`config.mk`:
```
export PLATFORM = sky130hd
export DESIGN_NAME = tinyqv_lsu
export DESIGN_NICKNAME = d
export VERILOG_FILES = /design/src/rtl/tinyqv_lsu_pkg.sv /design/src/rtl/tinyqv_lsu.sv
export SDC_FILE = /design/constraint.sdc
export NUM_CORES = 1
export LEC_CHECK = 0
export CAP_MARGIN = 20
export CORE_AREA = 2 2 97 99
export CTS_CLUSTER_SIZE = 24
export DETAILED_ROUTE_END_ITERATION = 12
export DIE_AREA = 0 0 99 101
export GPL_TIMING_DRIVEN = 0
export MAX_ROUTING_LAYER = met4
export PLACE_DENSITY = 0.78
export SYNTH_ARGS = -nofsm -noshare
export SYNTH_HDL_FRONTEND = slang
export SYNTH_SLANG_ARGS = --single-unit
```
`constraint.sdc`:
```
create_clock -name clk -period 2.2 [get_ports clk]
set_input_delay 0.44 -clock clk [delete_from_list [all_inputs] [get_ports clk]]
set_output_delay 0.44 -clock clk [all_outputs]
set_load 0.02 [all_outputs]
```
`src/rtl/tinyqv_lsu_pkg.sv`:
```
// Shared definitions for the TinyQV load/store unit: mem_op size codes,
// LSU state encoding and the lane/alignment helpers used by the datapath.
package tinyqv_lsu_pkg;

  // mem_op[1:0] access size encodings
  localparam logic [1:0] MEM_SIZE_B = 2'b00;
  localparam logic [1:0] MEM_SIZE_H = 2'b01;
  localparam logic [1:0] MEM_SIZE_W = 2'b10;

  typedef enum logic [2:0] {
    ST_IDLE    = 3'd0,
    ST_REQ     = 3'd1,
    ST_RWAIT   = 3'd2,
    ST_ALIGN   = 3'd3,
    ST_DELIVER = 3'd4
  } lsu_state_t;

  // Halfwords need addr[0]==0, words need addr[1:0]==0; bytes are always fine.
  // The reserved size code 2'b11 is treated as a word.
  function automatic logic is_misaligned(input logic [1:0] size, input logic [1:0] lane);
    case (size)
      MEM_SIZE_B: return 1'b0;
      MEM_SIZE_H: return lane[0];
      default:    return (lane != 2'b00);
    endcase
  endfunction

  // Byte enables for a write of the given size at byte lane 'lane'.
  function automatic logic [3:0] lane_mask(input logic [1:0] size, input logic [1:0] lane);
    case (size)
      MEM_SIZE_B: return 4'b0001 << lane;
      MEM_SIZE_H: return lane[1] ? 4'b1100 : 4'b0011;
      default:    return 4'b1111;
    endcase
  endfunction

  // Write data replicated across all lanes so the byte enables pick the slot.
  function automatic logic [31:0] lane_wdata(input logic [1:0] size, input logic [31:0] sr);
    case (size)
      MEM_SIZE_B: return {4{sr[7:0]}};
      MEM_SIZE_H: return {2{sr[15:0]}};
      default:    return sr;
    endcase
  endfunction

  // Move the addressed byte of a read word down to bit 0.
  function automatic logic [31:0] align_rdata(input logic [31:0] rdata, input logic [1:0] lane);
    return rdata >> {lane, 3'b000};
  endfunction

endpackage

```
`src/rtl/tinyqv_lsu.sv`:
```
// TinyQV load/store unit: converts the core's nibble-serial store data and
// address into a single 32-bit bus transaction, and streams load data back
// to the core as eight nibbles starting at counter==0. One access in flight.
import tinyqv_lsu_pkg::*;

module tinyqv_lsu #(
  parameter int ADDR_BITS = 28
) (
  input  logic                 clk,
  input  logic                 rstn,
  input  logic [2:0]           counter,
  input  logic                 is_load,
  input  logic                 is_store,
  input  logic [2:0]           mem_op,
  input  logic                 address_ready,
  input  logic [ADDR_BITS-1:0] addr_out,
  input  logic [3:0]           data_out,
  output logic [3:0]           data_in,
  output logic                 load_data_ready,
  output logic                 busy,
  output logic                 misaligned,
  output logic                 mem_req,
  output logic                 mem_we,
  output logic [ADDR_BITS-3:0] mem_addr,
  output logic [3:0]           mem_wmask,
  output logic [31:0]          mem_wdata,
  input  logic                 mem_ready,
  input  logic                 mem_rvalid,
  input  logic [31:0]          mem_rdata
);

  lsu_state_t           state_q, state_d;
  logic [31:0]          sr_q, sr_d;          // store capture / load delivery shifter
  logic [ADDR_BITS-3:0] addr_q, addr_d;      // word address of the access
  logic                 we_q, we_d;
  logic [1:0]           size_q, size_d;
  logic [1:0]           lane_q, lane_d;      // byte offset within the word
  logic                 misaligned_q, misaligned_d;

  // The signed/unsigned bit only matters to the core, which does the extension.
  logic unused_signed_bit;
  assign unused_signed_bit = mem_op[2];

  logic in_req;
  logic in_deliver;
  assign in_req     = (state_q == ST_REQ);
  assign in_deliver = (state_q == ST_DELIVER);

  // State register and datapath flops; reset returns to IDLE mid-access.
  always_ff @(posedge clk) begin
    if (!rstn) begin
      state_q      <= ST_IDLE;
      sr_q         <= '0;
      addr_q       <= '0;
      we_q         <= 1'b0;
      size_q       <= 2'b00;
      lane_q       <= 2'b00;
      misaligned_q <= 1'b0;
    end else begin
      state_q      <= state_d;
      sr_q         <= sr_d;
      addr_q       <= addr_d;
      we_q         <= we_d;
      size_q       <= size_d;
      lane_q       <= lane_d;
      misaligned_q <= misaligned_d;
    end
  end

  // Next-state and shift-register control for the access sequence.
  always_comb begin
    state_d      = state_q;
    sr_d         = sr_q;
    addr_d       = addr_q;
    we_d         = we_q;
    size_d       = size_q;
    lane_d       = lane_q;
    misaligned_d = 1'b0;

    case (state_q)
      ST_IDLE: begin
        // Store data arrives LSB nibble first; after eight shifts (the last on
        // the address_ready edge) the register holds rs2 exactly.
        if (is_store) begin
          sr_d = {data_out, sr_q[31:4]};
        end
        if (address_ready && (is_load || is_store)) begin
          addr_d = addr_out[ADDR_BITS-1:2];
          we_d   = is_store;
          size_d = mem_op[1:0];
          lane_d = addr_out[1:0];
          if (is_misaligned(mem_op[1:0], addr_out[1:0])) begin
            misaligned_d = 1'b1;
            // A misaligned load still hands the core eight (zero) nibbles so
            // its sequencing is unchanged; a misaligned store is just dropped.
            if (!is_store) begin
              sr_d    = '0;
              state_d = ST_ALIGN;
            end
          end else begin
            state_d = ST_REQ;
          end
        end
      end

      ST_REQ: begin
        if (mem_ready) begin
          if (we_q) begin
            state_d = ST_IDLE;
          end else if (mem_rvalid) begin
            // Read data returned in the same clock as the accept.
            sr_d    = align_rdata(mem_rdata, lane_q);
            state_d = ST_ALIGN;
          end else begin
            state_d = ST_RWAIT;
          end
        end
      end

      ST_RWAIT: begin
        if (mem_rvalid) begin
          sr_d    = align_rdata(mem_rdata, lane_q);
          state_d = ST_ALIGN;
        end
      end

      ST_ALIGN: begin
        // Leave on counter==7 so the first nibble lines up with counter==0.
        if (counter == 3'd7) begin
          state_d = ST_DELIVER;
        end
      end

      ST_DELIVER: begin
        sr_d = {4'b0000, sr_q[31:4]};
        // Entered at counter==0, so counter==7 marks the eighth nibble.
        if (counter == 3'd7) begin
          state_d = ST_IDLE;
        end
      end

      default: begin
        state_d = ST_IDLE;
      end
    endcase
  end

  // Bus side: request and write fields only while in REQ, stable throughout.
  assign mem_req   = in_req;
  assign mem_we    = in_req & we_q;
  assign mem_addr  = addr_q;
  assign mem_wmask = (in_req && we_q) ? lane_mask(size_q, lane_q) : 4'b0000;
  assign mem_wdata = (in_req && we_q) ? lane_wdata(size_q, sr_q) : 32'h0000_0000;

  // Core side: nibble stream, stall and misalignment report.
  assign data_in         = in_deliver ? sr_q[3:0] : 4'b0000;
  assign load_data_ready = in_deliver;
  assign busy            = (state_q != ST_IDLE);
  assign misaligned      = misaligned_q;

endmodule
```
Word-level counts from Yosys, hierarchy flattened. Index checks and enable logic that the tools add are counted.

Eq/ne operators: 14. Div/mod/pow operators: 0. Magnitude comparators: 0. $add $sub $neg: 0. Mux-type cells: 28. Shifts and indexed selects: 2. Reduce and logical (&&, ||, !) cells: 13. Bitwise operators: 1. Multiply operators: 0.

Operators with widths (count): $mux 32 (8); $pmux 32 s4 (1); $pmux 32 s2 (1); $shr 32x5->32 (1); $mux 3 (7); $pmux 3 s5 (1); $mux 4 (3); $ne 2x2->1 const B (5); $pmux 4 s2 (1); $eq 3x2->1 const B (2); $eq 3x3->1 const B (2); $reduce_and 3->1 (2); $reduce_and 6->1 (1); $eq 2x1->1 const B (2); $logic_not 2->1 (2); $mux 1 (4); $reduce_bool 4->1 (1); $shl 1x2->4 const A (1); $eq 3x1->1 const B (1); $logic_not 3->1 (1); $ne 3x3->1 const B (1); $reduce_bool 3->1 (1); $logic_and 1x1->1 (2); $mux 2 (1); 6 further kinds (6).

Memory bits (writable): 0. Latch bits: 0. Input bits: 77. Bits in read-only memories: 0. Word-level logic and storage cells: 65. Register bits after elaboration: 67. Memories kept: 0. Output and inout bits: 71.

Longest topological paths before layout. Gate-level depths: netlist (run 1).

Depth in word-level cells: 7. Depth in mapped cells: 7. Mapped depth without buffers: 5.

Least setup slack after synthesis (run 1). No wires, ideal clock.

Kind: register -> output. Start: register state_q[0]. End: output mem_wdata[13]. Stages on the path, launching flop included: 8. Buffers on the path: 3. Required time: 1.760 ns. Data arrival time: 1.787 ns. Setup slack: -0.027 ns. Cell sequence: dfxtp_1 > buf_4 > nand2b_1 > nor2_1 > nand2_1 > clkbuf_1 > buf_2 > a21oi_1.

Word-level cells in the longest chain between the ends: 3.

Ends and longest elaborated chain: start, declared (RTL line tinyqv_lsu.sv:32) `lsu_state_t state_q, state_d;`; start signal, assigned (RTL line tinyqv_lsu.sv:60) `state_q <= state_d;`; $eq 3x1->1 (RTL line tinyqv_lsu.sv:46) `assign in_req = (state_q == ST_REQ);`; via mem_req (RTL line tinyqv_lsu.sv:22) `output logic mem_req,`; $logic_and 1x1->1 (RTL line tinyqv_lsu.sv:153) `assign mem_wdata = (in_req && we_q) ? lane_wdata(size_q, sr_q) : 32'h0000_0000;`; $mux 32 (RTL line tinyqv_lsu.sv:153); end, declared (RTL line tinyqv_lsu.sv:26) `output logic [31:0] mem_wdata,`.

The timed path passes the listed nets, and every way through them passes these cells.

Worst setup path after layout (run 1).
Start: register state_q[0]. End: output mem_wdata[14].

Word-level cells in the longest chain between the ends: 3.

Ends and longest elaborated chain (RTL line): $eq 3x1->1 (tinyqv_lsu.sv:46); $logic_and 1x1->1 (tinyqv_lsu.sv:153); $mux 32 (tinyqv_lsu.sv:153).

Every way passes these cells.

==> out/metrics.csv, run 1 <==
stage,metric,value,unit
placement,io_buffers,146,
finish,final_nets,700,
routing,route.detailed.drc,0,
global_routing,antenna_found_initial,0,
worst_setup_path,path_buf_inv,4,
timing,drv_slew,0,
worst_setup_path,r2r_slack,0.13,ns
synthesis,yosysSeqAreaShare,35.2,%
timing,period_minus_slack,2.14,ns
floorplan,die_w,99,um
synthesis,synth_nets,540,
clock_network,cts.sinks,67,
synthesis,synth.area.top_cells,"dfxtp_1, o2bb2ai_1, nand2_1",
hold_path,holdPathStages,2,
finish,finalNonFillerCells,739,
run_status,status,"finished, final reports clean",
global_routing,grt_pass1_wl,21300,um
worst_setup_path,endpoint_kind,primary output,
synthesis,ys_ff_latch,67,
worst_setup_path,reg2reg_depth,6,
timing,slew_headroom,44.4,%
worst_setup_path,critPathArrivalTime,1.70,ns
placement,dpl.cell_count,720,
clock_network,cts.htree.levels,3,
finish,diodes,0,
floorplan,fp.dieH,101,um
finish,syn2layout_area_growth,52.0,%
synthesis,netlist_area,3810,um2
floorplan,num_rows,35,
worst_setup_path,crit_top_cell,buf_6,
synthesis,yosys.area.top_type,dfxtp_1,
routing,ant_nets,0,
timing,setup_viol,0,
finish,drive_above_1_share,20.9,%
synthesis,synth_edf_count,0,
clock_network,clock_latency,0.35,ns
synthesis,synth_top_area_share,35.2,%
job,max-cap-violations,0,
worst_setup_path,required,1.76,ns
worst_setup_path,path_cells,buf_6 > nand2b_4 > nor2_4 > nand2_4 > buf_8 > clkbuf_16 > a21oi_4 > buf_6,
worst_setup_path,worstSetupPathType,reg -> out,
clock_network,clk_pin_slew,0.07,ns
routing,post_drt_via_cell_ratio,5.67,
timing,finalCritPeriodShare,97.5,%
routing,vias,4191,
hold_path,holdPathEnd,mem_addr[24]$_SDFFE_PN0P_,
worst_setup_path,r2r_start,lane_q[1]$_SDFFE_PN0P_,
synthesis,syn_avg_cell_area,8.22,um2
timing,fmax,0.466,GHz
floorplan,initial_core_util,42.4,%
worst_setup_path,r2r-end,sr_q[10]$_SDFFE_PN0P_,
synthesis,synth_warnings,0,
clock_network,cts_tree,done,
timing,worst_slew_pin_slew,0.829,ns
clock_network,cts-root-buf,clkbuf_8,
finish,fin_util,64.4,%
global_routing,grt_start_max_net_pins,20,
clock_network,cts_buffers,9,
placement,dpl.hpwl,9860,um
timing,hold_viol,0,
synthesis,ys.flop_type,dfxtp_1,
worst_setup_path,crit_slowest_cell,dfxtp_4,
global_routing,grt_pass1_vias,4226,
pwr,pwr_density_cell,1010,nW/um2
worst_setup_path,path_max_fanout,6,
floorplan,coreArea,8980,um2
timing,fin_skew,0.0131,ns
timing,rsz0062_at_grt,no,
pwr,leakagePower,2.15,nW
pwr,irDropWorstVdd,0.492,mV
floorplan,die_area,10000,um2
floorplan,num_io_pins,148,
routing,wl,13400,um
hold_path,min_path_type,reg -> reg,
worst_setup_path,cpLargestDelayFamily,buffers and inverters,
global_routing,grt_use_total,27.6,%
routing,first_pass_iters,5,
worst_setup_path,setup.worst_path.start_class,flop,
synthesis,netlist_instances,463,
clock_network,clockBufferDepth,2,
placement,routabilityCongestion,1.00,
synthesis,netlist-cell-type-count,46,
global_routing,grt_overflow,0,
routing,drt_iter0_markers,328,
worst_setup_path,cpPeakStageDelay,0.37,ns
routing,avgRoutedWirePerCell,18.1,um
synthesis,synthArstFlopShare,0,%
hold_path,min_from,mem_addr[24]$_SDFFE_PN0P_,
stage by stage:
step | setup TNS (ns) | area, um2 | power [mW] | hold slack, ns | setup WS (ns)
6_report | 0 | 5780 | 5.83 | 0.455 | 0.0558
5_1_grt | 0 | 5780 | 6.14 | 0.470 | 0.000536
4_1_cts | 0 | 5660 | 5.71 | 0.458 | 0.00132
3_5_place_dp | -15.09 | 5410 | 4.42 | 0.448 | -0.620
3_3_place_gp | -14.27 | 5410 | 4.37 | 0.442 | -0.613
2_1_floorplan | -0.0798 | 3810 | 3.53 | 0.454 | -0.0266
synthesized netlist by cell type (2+ instances only):
cell type,count
o2bb2ai_1,40
buf_2,18
nor2b_1,10
clkbuf_1,12
a32oi_1,8
nor2_1,34
buf_6,3
inv_1,6
nand2_1,81
o21ai_0,12
a21oi_1,53
mux2_2,9
and2_1,9
a211o_1,8
and3_1,5
buf_4,6
dfxtp_1,67
nor3b_1,2
nand2b_1,4
a22oi_1,24
mux2i_1,25
a211oi_1,3
worst min-delay path: stages, from the launching register on:
cell and delay (ns):
dfxtp_1 0.31, nand2_1 0.05, a21oi_1 0.05
layer usage:
metal	track usage, %	vias up	share of wire, %	wire, um
li1	-	1999	-	-
met1	33.1	1908	41	5500
met2	43.9	251	45	6080
met3	8.32	33	11	1500
met4	10.1	0	2.2	293
met5	-	-	0	0
report_power, final:
| group | internal [mW] | total (mW) | switching (mW) | leakage, nW |
|---|---|---|---|---|
| combinational | 1.16 | 2.69 | 1.53 | 1.48 |
| clock | 0.699 | 1.19 | 0.490 | 0.113 |
| sequential | 1.57 | 1.95 | 0.376 | 0.549 |
registers in the layout, summed over array words and instances, names as in the netlist:
signal,cells
we_q,1
state_q,3
size_q,2
lane_q,2
sr_q,32
misaligned,1
mem_addr,26
worst max path at each step:
stage | startpoint | endpoint | slack [ns] | cells past startpoint
5_1_grt | size_q[1]$_SDFFE_PN0P_ | mem_wdata[14] | 0.0005 | 5
4_1_cts | state_q[2]$_SDFFE_PN0P_ | mem_wdata[27] | 0.001 | 8
3_3_place_gp | lane_q[0]$_SDFFE_PN0P_ | mem_wmask[3] | -0.61 | 6
6_report | state_q[0]$_SDFFE_PN0P_ | mem_wdata[14] | 0.06 | 8
3_5_place_dp | lane_q[0]$_SDFFE_PN0P_ | mem_wmask[3] | -0.62 | 6
2_1_floorplan | state_q[0]$_SDFFE_PN0P_ | mem_wdata[13] | -0.03 | 7
final cells by class:
cell class / instances / area, um2
sequential: 67 / 1350
clock inverter: 4 / 72.6
fill: 775 / 3190
inverter: 7 / 28.8
multi-input combinational: 349 / 2330
timing repair buffer: 152 / 1440
tap: 111 / 139
clock buffer: 12 / 155
buffer: 37 / 268
kinds of logic after synthesis:
kind of cell	count (synthesis)	synth area share (%)
AO/OA/AOI/OAI	159	29.9
XOR/XNOR	2	0.658
AND/OR/NAND/NOR	154	18.5
buffers and inverters	47	6.41
flip-flops	67	35.2
multiplexers	34	9.24
layout by cell type (no fill, tap or decap), drive strengths merged, types with 2 or more instances in the layout:
cell type,netlist,final
clkdlybuf4s50,0,103
nand2,81,81
dfxtp,67,67
buf,28,60
a21oi,53,53
o2bb2ai,40,40
nor2,35,35
mux2i,25,25
a22oi,24,24
clkbuf,12,24
o21ai,12,12
nor2b,10,10
and2,9,9
mux2,9,9
a211o,8,8
a32oi,8,8
dlygate4sd2,0,7
clkdlybuf4s15,0,7
inv,6,6
and3,5,5
nand2b,4,4
a211oi,4,4
nor3b,2,2
bufinv,0,2
clkinv,1,2
nor3,2,2
timing repair:
item                       in CTS  in global routing
hold buffers                    0                  0
setup buffers                   3                  1
pin swaps                       1                  0
setup endpoints to repair      43                 27
gates resized for setup       192                 35
cloned                          1                  1
Power figures use the tool's default switching activity.
==> run 2: changes to the inputs <==
CORE_AREA = 2 2 93 95   (was 2 2 97 99)
DIE_AREA = 0 0 95 97   (was 0 0 99 101)
PLACE_DENSITY = 0.84   (was 0.78)
clock period = 2.47 ns   (was 2.2 ns; I/O delays follow)
==> run 2 against run 1 <==
Flip-flop and latch count stayed put. Worst setup slack better by 0.010 ns. Critical endpoint is now mem_wdata[18]. First-iteration DRC count is 10% higher. Combinational power is 15% lower. Clock power hardly changed. Power is 12% lower. Core utilization is 4.3 points higher. Non-clock buffer count is 6 lower. Final area is 3.4% lower. Global-route usage is 1.5 points higher. Critical path depth stayed put. Clock skew is 0.0067 ns lower. Critical path type unchanged.
==> out/metrics.csv, run 2 (synthesized netlist as in run 1, its figures left out) <==
stage,metric,value,unit,change
worst_setup_path,worstSetupPathType,reg -> out,,
finish,diodes,0,,unchanged
floorplan,fp.dieH,97,um,-4.0%
finish,top_register,sr_q,,
pwr,leakagePower,2.17,nW,+1.4%
worst_setup_path,crit_slowest_cell,dfxtp_2,,
clock_network,clk_pin_slew,0.08,ns,about the same
floorplan,initial_core_util,46.8,%,+4.4 points
hold_path,holdPathStages,2,,unchanged
routing,avgRoutedWirePerCell,18.1,um,-0.11%
timing,fmax,0.416,GHz,
clock_network,cts.htree.levels,3,,unchanged
worst_setup_path,reg2reg_depth,6,,unchanged
floorplan,num_io_pins,148,,unchanged
routing,ant_nets,0,,unchanged
finish,drive_above_1_share,15.6,%,-5.3 points
worst_setup_path,startpoint,state_q[0]$_SDFFE_PN0P_,,
floorplan,num_rows,33,,-5.7%
timing,fin_skew,0.00638,ns,-0.00675 ns
timing,rsz0062_at_grt,yes,,
routing,first_pass_iters,5,,unchanged
timing,setup_viol,0,,unchanged
placement,io_buffers,146,,unchanged
timing,period_minus_slack,2.40,ns,
clock_network,cts-root-buf,clkbuf_8,,
clock_network,clockBufferDepth,2,,unchanged
worst_setup_path,required,1.98,ns,+0.22 ns
worst_setup_path,critPathArrivalTime,1.91,ns,+0.21 ns
global_routing,grt_start_max_net_pins,20,,unchanged
placement,dpl.hpwl,9990,um,+1.3%
hold_path,min_path_type,reg -> reg,,
timing,finalCritPeriodShare,97.3,%,
global_routing,grt_overflow,0,,unchanged
floorplan,die_area,9220,um2,-7.8%
clock_network,cts.sinks,67,,unchanged
finish,layout_commonest_cell,clkdlybuf4s50_1,,
timing,worst_slew_pin_slew,0.807,ns,-0.0226 ns
worst_setup_path,cpPeakStageDelay,0.37,ns,about the same
job,max-cap-violations,0,,unchanged
routing,wl,13100,um,-1.7%
hold_path,min_from,mem_addr[8]$_SDFFE_PN0P_,,
finish,final_cell_mix,"clkdlybuf4s50_1, nand2_1, dfxtp_1",,
clock_network,cts_buffers,9,,unchanged
routing,vias,4169,,-0.52%
pwr,pwr_density_cell,922,nW/um2,-8.5%
finish,final_nets,694,,-0.86%
clock_network,ctsHoldBuffers,0,,unchanged
floorplan,coreArea,8130,um2,-9.4%
global_routing,grt_pass1_wl,20600,um,-3.2%
clock_network,clock_latency,0.34,ns,about the same
pwr,irDropWorstVdd,0.515,mV,+4.7%
timing,setup_slack,0.0661,ns,+0.0103 ns
routing,post_drt_via_cell_ratio,5.73,,+1.1%
timing,drv_slew,0,,unchanged
finish,fin_util,68.7,%,+4.3 points
worst_setup_path,path_max_fanout,10,,+4
timing,hold_viol,0,,unchanged
placement,routabilityCongestion,1.00,,about the same
pwr,p_total,5.15,mW,-12%
floorplan,die_w,95,um,-4.0%
worst_setup_path,setup.worst_path.start_class,flop,,
finish,largest_reg_flops,32,,unchanged
worst_setup_path,endpoint_kind,primary output,,
global_routing,antenna_found_initial,0,,unchanged
worst_setup_path,r2r_start,lane_q[1]$_SDFFE_PN0P_,,
worst_setup_path,path_cells,buf_6 > nand2b_1 > nor2_2 > nand2_1 > buf_4 > buf_4 > nor2_1 > buf_4,,
worst_setup_path,crit_top_cell,buf_4,,
routing,drt_iter0_markers,361,,+10%
routing,route.detailed.drc,0,,unchanged
clock_network,cts_tree,done,,
timing,timing.hold.ws,0.456,ns,+0.00144 ns
timing,slew_headroom,45.9,%,+1.5 points
run_status,status,"finished, final reports clean",,
finish,syn2layout_area_growth,46.9,%,
placement,dp_slack,-0.375,ns,+0.245 ns
global_routing,grt_pass1_vias,4067,,-3.8%
global_routing,grt_use_total,29.1,%,+1.5 points
## run 2: final timing paths
check                           slack [ns]                        to
worst min-delay path                  0.46  mem_addr[8]$_SDFFE_PN0P_
worst min register to register        0.46  mem_addr[8]$_SDFFE_PN0P_
worst max register to register        0.43      sr_q[7]$_SDFFE_PN0P_
worst max-delay path                  0.07             mem_wdata[18]
## run 2: final cells by class
type | count | area [um2]
Fill cell | 682 | 2540
Multi-Input combinational cell | 349 | 2240
Timing Repair Buffer | 146 | 1370
Sequential cell | 67 | 1340
Buffer | 37 | 230
Clock buffer | 10 | 138
Tap cell | 105 | 131
Clock inverter | 6 | 111
Inverter | 7 | 26.3
## run 2: repair_timing
item	CTS	global route
resized for setup	107	32
setup endpoints to repair	41	30
pin swaps	0	0
setup buffers	0	0
endpoints found under the hold margin	0	0
## run 2: critical path, delay by kind of cell, from the launching register on
kind | cells | cell delay (ns)
buffers and inverters | 4 | 0.73
AND/OR/NAND/NOR | 4 | 0.47
flip-flops | 1 | 0.37
## run 2: layer usage
metal / track usage [%] / up-vias / share of wire, %
met2: 45.3 / 226 / 47
met4: 8.58 / 0 / 1.3
met5: - / - / 0
li1: - / 1987 / -
met3: 6.78 / 20 / 10
met1: 37.5 / 1936 / 42
## run 2: metrics by stage
step | instance area [um2] | setup TNS, ns | cells
after detailed placement | 5400 | -5.46 | 714
after CTS | 5630 | 0 | 728
after floorplan | 3810 | 0 | 463
after global routing | 5590 | -0.0420 | 727
final | 5590 | 0 | 727
after global placement | 5400 | -5.06 | 714
## run 2: power by group
part	total, mW	internal, mW	switching, mW
Combinational	2.28	0.973	1.31
Sequential	1.72	1.40	0.319
Clock	1.16	0.700	0.455
